<file path="src/rtl/fetch_pkg.sv">
// Shared types and constants for the instruction fetch unit.
package fetch_pkg;

  localparam int unsigned XLEN = 16;

  typedef enum logic [1:0] {
    ST_IDLE  = 2'd0,
    ST_FETCH = 2'd1,
    ST_HOLD  = 2'd2,
    ST_HALT  = 2'd3
  } fetch_state_e;

  localparam logic [3:0]      OPC_HALT      = 4'hF;
  localparam logic [XLEN-1:0] PC_STEP       = 16'h2;
  localparam logic [XLEN-1:0] RESET_PC      = 16'h0000;
  // Instructions are halfword aligned, so redirect targets drop bit 0.
  localparam logic [XLEN-1:0] PC_ALIGN_MASK = 16'hFFFE;

endpackage

</file>
<file path="src/rtl/rca_16bit.sv">
// 16-bit ripple-carry adder used for the PC increment.
module rca_16bit (
  input  logic [15:0] a,
  input  logic [15:0] b,
  input  logic        cin,
  output logic [15:0] sum,
  output logic        cout
);

  logic [16:0] carry;

  always_comb begin
    sum   = '0;
    carry = '0;
    carry[0] = cin;
    for (int i = 0; i < 16; i++) begin
      sum[i]       = a[i] ^ b[i] ^ carry[i];
      carry[i + 1] = (a[i] & b[i]) | (carry[i] & (a[i] ^ b[i]));
    end
    cout = carry[16];
  end

endmodule

</file>
<file path="src/rtl/fetch_unit.sv">
// Single-outstanding instruction fetch unit with redirect and HALT detection.
// Define FETCH_COUNT_EN to add the saturating fetch_count handshake counter.
module fetch_unit
  import fetch_pkg::*;
(
  input  logic        clk,
  input  logic        rst,
  output logic        imem_req,
  output logic [15:0] imem_addr,
  input  logic        imem_ack,
  input  logic [15:0] imem_data,
  output logic        instr_valid,
  output logic [15:0] instr,
  output logic [15:0] instr_pc,
  input  logic        instr_ready,
  input  logic        redirect,
  input  logic [15:0] redirect_pc,
  output logic        halted
`ifdef FETCH_COUNT_EN
  ,
  output logic [15:0] fetch_count
`endif
);

  fetch_state_e    state_q, state_d;
  logic [XLEN-1:0] pc_q, pc_d;
  logic [XLEN-1:0] pc_plus2;
  logic [XLEN-1:0] instr_d, instr_pc_d;
  logic            req_d, valid_d, halted_d;
  logic            pc_cout_unused;

  rca_16bit u_pc_inc (
    .a    (pc_q),
    .b    (PC_STEP),
    .cin  (1'b0),
    .sum  (pc_plus2),
    .cout (pc_cout_unused)
  );

  assign imem_addr = pc_q;

  // Next-state, next-PC and next-output decode; redirect outranks ack/ready.
  always_comb begin
    state_d    = state_q;
    pc_d       = pc_q;
    instr_d    = instr;
    instr_pc_d = instr_pc;
    case (state_q)
      ST_IDLE: begin
        if (redirect) begin
          pc_d = redirect_pc & PC_ALIGN_MASK;
        end
        state_d = ST_FETCH;
      end
      ST_FETCH: begin
        if (redirect) begin
          pc_d    = redirect_pc & PC_ALIGN_MASK;
          state_d = ST_FETCH;
        end else if (imem_ack) begin
          instr_d    = imem_data;
          instr_pc_d = pc_q;
          pc_d       = pc_plus2;
          state_d    = ST_HOLD;
        end
      end
      ST_HOLD: begin
        if (redirect) begin
          pc_d    = redirect_pc & PC_ALIGN_MASK;
          state_d = ST_FETCH;
        end else if (instr_ready) begin
          state_d = (instr[15:12] == OPC_HALT) ? ST_HALT : ST_FETCH;
        end
      end
      ST_HALT: begin
        state_d = ST_HALT;
      end
      default: begin
        state_d = ST_IDLE;
      end
    endcase
    req_d    = (state_d == ST_FETCH);
    valid_d  = (state_d == ST_HOLD);
    halted_d = (state_d == ST_HALT);
  end

  always_ff @(posedge clk or negedge rst) begin
    if (!rst) begin
      state_q     <= ST_IDLE;
      pc_q        <= RESET_PC;
      imem_req    <= 1'b0;
      instr_valid <= 1'b0;
      instr       <= '0;
      instr_pc    <= '0;
      halted      <= 1'b0;
    end else begin
      state_q     <= state_d;
      pc_q        <= pc_d;
      imem_req    <= req_d;
      instr_valid <= valid_d;
      instr       <= instr_d;
      instr_pc    <= instr_pc_d;
      halted      <= halted_d;
    end
  end

`ifdef FETCH_COUNT_EN
  logic handshake;

  // A redirect in HOLD pre-empts the handshake, so discarded words never count.
  assign handshake = (state_q == ST_HOLD) && instr_ready && !redirect;

  always_ff @(posedge clk or negedge rst) begin
    if (!rst) begin
      fetch_count <= '0;
    end else if (handshake && (fetch_count != 16'hFFFF)) begin
      fetch_count <= fetch_count + 16'd1;
    end
  end
`endif

endmodule

</file>
<file path="config.mk">
export PLATFORM = sky130hd
export DESIGN_NAME = fetch_unit
export DESIGN_NICKNAME = d
export VERILOG_FILES = /design/src/rtl/fetch_pkg.sv /design/src/rtl/rca_16bit.sv /design/src/rtl/fetch_unit.sv
export SDC_FILE = /design/constraint.sdc
export NUM_CORES = 1
export LEC_CHECK = 0
export ABC_AREA = 1
export BUFFER_PORTS_ARGS = -buffer_cell sky130_fd_sc_hd__buf_4
export CAP_MARGIN = 5
export CORE_MARGIN = 4
export CORE_UTILIZATION = 49
export CTS_BUF_LIST = sky130_fd_sc_hd__clkbuf_8 sky130_fd_sc_hd__clkbuf_16
export CTS_CLUSTER_SIZE = 20
export DETAILED_ROUTE_END_ITERATION = 10
export MAX_ROUTING_LAYER = met4
export PLACE_DENSITY = 0.79
export SETUP_SLACK_MARGIN = 0.5
export SLEW_MARGIN = 20
export SYNTH_ARGS = -nofsm -noshare
export SYNTH_HDL_FRONTEND = slang
export SYNTH_SLANG_ARGS = --single-unit
</file>
<file path="constraint.sdc">
create_clock -name clk -period 4.3 [get_ports clk]
set_input_delay 0.215 -clock clk [delete_from_list [all_inputs] [get_ports clk]]
set_output_delay 0.215 -clock clk [all_outputs]
set_load 0.1 [all_outputs]
</file>
Word level (Yosys, flattened, before mapping)
Cells that the tools add are included.
{ "classes": {"addsub": 0, "n_mul": 0, "div": 0, "order_cmp": 0, "eq_ne": 10, "shifts": 0, "muxes": 10, "bitwise_logic": 29, "n_reduce_logical": 6} }
{ "op_table": {"columns": ["cell", "n"], "rows": [
  ["two-way mux 16 bit", 3],
  ["one-hot mux 16 bit (2 select lines)", 1],
  ["XOR 1 bit", 14],
  ["AND 1 bit", 13],
  ["two-way mux 2 bit", 5],
  ["AND reduction 3 bit", 3],
  ["equality test 2 bit, second input constant", 4],
  ["one-hot mux 2 bit (4 select lines)", 1],
  ["equality test 2 x 1 -> 1 bit, second input constant", 2],
  ["equality test 4 bit, second input constant", 1],
  ["!= test 3 bit, second input constant", 1],
  ["logical NOT 2 bit", 1],
  ["!= test 2 x 1 -> 1 bit, second input constant", 1],
  ["!= test 2 bit, second input constant", 1],
  ["NOT 1 bit", 2],
  ["nonzero test 2 bit", 1],
  ["OR reduction 2 bit", 1]
]} }
{ "totals": {"register_bits": 53, "latch_bits": 0, "mem_bits_rw": 0, "mem_bits_ro": 0, "inputBits": 37, "out_inout_bits": 51, "elab_cells": 63, "mem_count": 0} }

Longest topological paths before layout
{ "logic_depth": {"word_depth": 17, "ltp_mapped": 18, "ltp_nobuf": 18} }

Cells and area by module
From an unflattened synthesis, not the netlist that was laid out.
{ "hier_totals": {"hier_cells": 294, "hier_area_um2": 2621.3} }
{ "modules_own_cells": {"columns": ["module", "instances", "cells_each", "area_per_inst_um2", "seq_area_each_um2"], "rows": [
  ["fetch_unit", 1, 268, 2263.4, 1326.3],
  ["rca_16bit", 1, 26, 357.8, 0.0]
]} }

Worst setup path after synthesis
OpenSTA, ideal clock, no wires.
{ "synth_path": {"path_type": "register to register", "startpoint": "register pc_q[1] (netlist: imem_addr[1])", "endpoint": "register pc_q[14] (netlist: imem_addr[14])", "setup_ns": 0.122, "arrival_ns": 3.488, "required_time_ns": 4.178, "path_slack_ns": 0.689, "stages_incl_launch_ff": 18, "n_path_buf": 0, "period_less_slack_ns": 3.611, "path_cell_list": "dfrtp_1 -> ha_1 -> ha_1 -> ha_1 -> ha_1 -> ha_1 -> ha_1 -> ha_1 -> ha_1 -> ha_1 -> ha_1 -> ha_1 -> ha_1 -> ha_1 -> nand2_1 -> nand2_1 -> nand2_1 -> nand2_1"} }
{ "synth_via": {"elab_chain_cells": 16} }
{ "synth_lines": {"columns": ["item", "line", "source"], "rows": [
  ["start, declared", "fetch_unit.sv:26", "logic [XLEN-1:0] pc_q, pc_d;"],
  ["start signal, assigned", "fetch_unit.sv:97", "pc_q <= pc_d;"],
  ["AND 1 bit (12 in series)", "rca_16bit.sv:18", "carry[i + 1] = (a[i] & b[i]) | (carry[i] & (a[i] ^ b[i]));"],
  ["XOR 1 bit", "rca_16bit.sv:17", "sum[i] = a[i] ^ b[i] ^ carry[i];"],
  ["two-way mux 16 bit", "fetch_unit.sv:59", "end else if (imem_ack) begin"],
  ["two-way mux 16 bit", "fetch_unit.sv:56", "if (redirect) begin"],
  ["one-hot mux 16 bit (2 select lines)", "fetch_unit.sv:48", "case (state_q)"]
]} }
No other way between the ends. The select of a mux whose other input is x is not followed.
A chain may end at the register's enable or synchronous reset.

Final worst setup path
Same ends and word-level chain as after synthesis.

==> impl_results.md <==
* Status: completed
* Post-Syn Instances at 294
* Die area at 6030 um2
* Delay-heaviest family, CP: adder cells
* # IOs at 88
* Initial DRC count at 101
* Root Driver: clkbuf_8
* GRT Util Overall at 19.8%
* Crit path to: imem_addr[14]
* Final wirelength at 5660 um
* Worst setup SP type: flip-flop
* Max stage delay cell, worst path: dfrtp_1
* CP dominant cell by count: ha_1
* Die Y at 77.7 um
* RSZ-0062 raised after global routing: false
* TritonCTS clock tree: done
* Required @ worst endpoint at 4490 ps
* # diodes at 0
* Antenna violations before repair at 0
* Fin cells at 440
* Leak at 1.93 nW
* PostCTS Resize Cnt at 0
* Via count at 2145
* Dpl cells at 432
* Critical Setup Path Class: reg2reg
* Max cap viols at 0
* R2R Path Start: imem_addr[1]
* Critical path depth at 17
* R2R Setup Slk at 1100 ps
* Fmax at 313 MHz
* CP endpoint kind: flip-flop
* Reg-to-Reg End: imem_addr[14]
* Residual DRC at 0
* Synth area leaders: dfrtp_1, nand2_1, nand3_1
* Final antenna-violating net count at 0
* Clk_skew at 4.48 ps
* Critical path fanouts, max at 5
* Fraction of layout cells with a size suffix above 1 at 26.8%
* Cts bufs inserted at 5
* Final hold slack at 144 ps
* Die W at 77.7 um
* Slew margin rel. at 57.2%
* Yosys top cell area share at 53.7%
* Crit path DAT at 3390 ps
* Worst-Skew Late Latency at 290 ps
* Post-synthesis cell type count at 16
* P per Cell Area at 272 nW/um2
* Nets at 423
* Largest net degree at the start of global routing at 52
* Setup Viol. Count Final at 0
* Layout Utilization at 66.5%
* Synthesized area at 2380 um2
* Fin crit share at 74.4%
* Core ar. at 4720 um2
* DR WL/cell at 12.9 um
* Sequential-to-total area share from yosys stat at 53.7%
* Leading area contributor after synthesis: dfrtp_1
* Row Count at 25
* Clk sinks at 51
* Gpl congestion at 0.768
* Worst path bufs/invs at 0
* Worst slew pin tran at 642 ps
* Grt ovf at 0
* DR pass1 iterations at 5
* Clock buffer depth at 2
* Flop and latch count out of synthesis at 51
* Critical-path cell list: ha_1 > ha_1 > ha_1 > ha_1 > ha_1 > ha_1 > ha_1 > ha_1 > ha_1 > ha_1 > ha_1 > ha_1 > ha_1 > nand2_1 > nand2_1 > nand2_1 > nand2_1
* Synth warn at 0
* Syn avg cell area at 8.09 um2
* Final HPWL from detailed placement at 3850 um
* Final WS setup at 1100 ps
* Setup TNS at 0 ps
* Maximum VDD drop at 0.140 mV
* DR vias/cell at 4.88
* CP startpoint: imem_addr[1]
* Starting Density at 50.3%
* Crit path largest cell delay at 430 ps
* Pre-CTS WS at 1100 ps
* Final hold violation count at 0
* Minimum clock period at 3200 ps
* Max Transition Viols Final at 0
* FF-to-FF path depth at 17
* Layout area overhead at 32.2%
* First-pass GRT wire length at 9470 um
* HP Class: in2reg
* Clock-pin slew on the worst setup and hold paths at 90 ps
* Via count of the first global-routing pass at 2073
* Input/output buffers at 84
* Htree depth at 2
-- synthesized netlist by cell type --
| master | number |
|---|---|
| buf_4 | 2 |
| inv_1 | 5 |
| conb_1 | 1 |
| a21oi_1 | 1 |
| nor2_1 | 5 |
| buf_6 | 1 |
| nand3_1 | 35 |
| clkbuf_1 | 6 |
| inv_2 | 5 |
| buf_2 | 6 |
| nand2_2 | 1 |
| ha_1 | 13 |
| o21ai_0 | 2 |
| dfrtp_1 | 51 |
| nand2_1 | 159 |
| nor2_2 | 1 |
-- flip-flops by register name, summed over array words and instances (netlist names) --
signal / cells
instr_pc: 15
halted: 1
imem_req: 1
imem_addr: 15
instr: 16
state_q: 2
instr_valid: 1
-- area by class of cell --
| type | instances | area [um2] |
|---|---|---|
| well taps | 67 | 83.8 |
| clock inverters | 2 | 33.8 |
| multi-input cells | 219 | 993 |
| clock buffers | 5 | 68.8 |
| repair buffers | 86 | 648 |
| inverters | 10 | 37.5 |
| fillers | 412 | 1580 |
| flip-flops and latches | 51 | 1280 |
-- cells in the final DEF (no fill, tap or decap) --
cell	instances
nand2_1	158
buf_4	85
dfrtp_1	51
nand3_1	35
ha_1	13
inv_1	6
inv_2	5
clkbuf_8	5
nor2_1	4
nor2_2	2
nand2_2	2
o21ai_0	2
conb_1	2
a21oi_1	1
bufinv_16	1
dlygate4sd3_1	1
-- per-stage QoR --
stage / power [mW] / cell area (um2)
2_1_floorplan: 0.513 / 2380
3_3_place_gp: 0.548 / 3030
3_5_place_dp: 0.548 / 3030
4_1_cts: 0.864 / 3140
5_1_grt: 0.886 / 3140
6_report: 0.855 / 3140
-- worst min-delay path, delay by kind of cell --
family	cells	cell delay [ps]
simple gates	2	120
buf+inv	1	80
-- metal layers --
layer	vias up	track usage, %	part of all wire [%]
met5	-	-	0
met2	65	34.1	48
met3	6	3.71	5.7
met4	0	4.27	0.87
li1	1071	-	-
met1	1003	24.4	45
-- logic make-up (layout without fill, tap and decap cells) --
family / Yosys count / count (layout) / share of synthesized area [%]
DFF: 51 / 51 / 53.7
buffers and inverters: 25 / 103 / 4.89
other: 1 / 2 / 0.158
AOI/OAI and AO/OA: 3 / 3 / 0.631
adders and majority gates: 13 / 13 / 6.84
and+or+nand+nor: 201 / 201 / 33.8
-- power breakdown --
part | total (mW) | switching [mW] | internal, mW
combinational | 0.0599 | 0.0351 | 0.0248
clock | 0.316 | 0.147 | 0.168
sequential | 0.479 | 0 | 0.479
total | 0.855 | 0.182 | 0.672
-- worst min path at each step --
stage	startpoint	endpoint	slack, ps	cells past startpoint
finish	imem_data[10]	instr[10]	140	3
CTS	imem_data[10]	instr[10]	140	3
floorplan	rst	halted	-80	0
global placement	rst	instr[0]	280	1
detailed placement	rst	instr[0]	280	1
global route	imem_data[12]	instr[12]	150	3
-- what timing repair did --
action                    CTS  global route
setup buffers               0             0
hold endpoints to repair   51             0
hold buffers                1             0
Note: power is estimated with default switching activity, not from simulation.
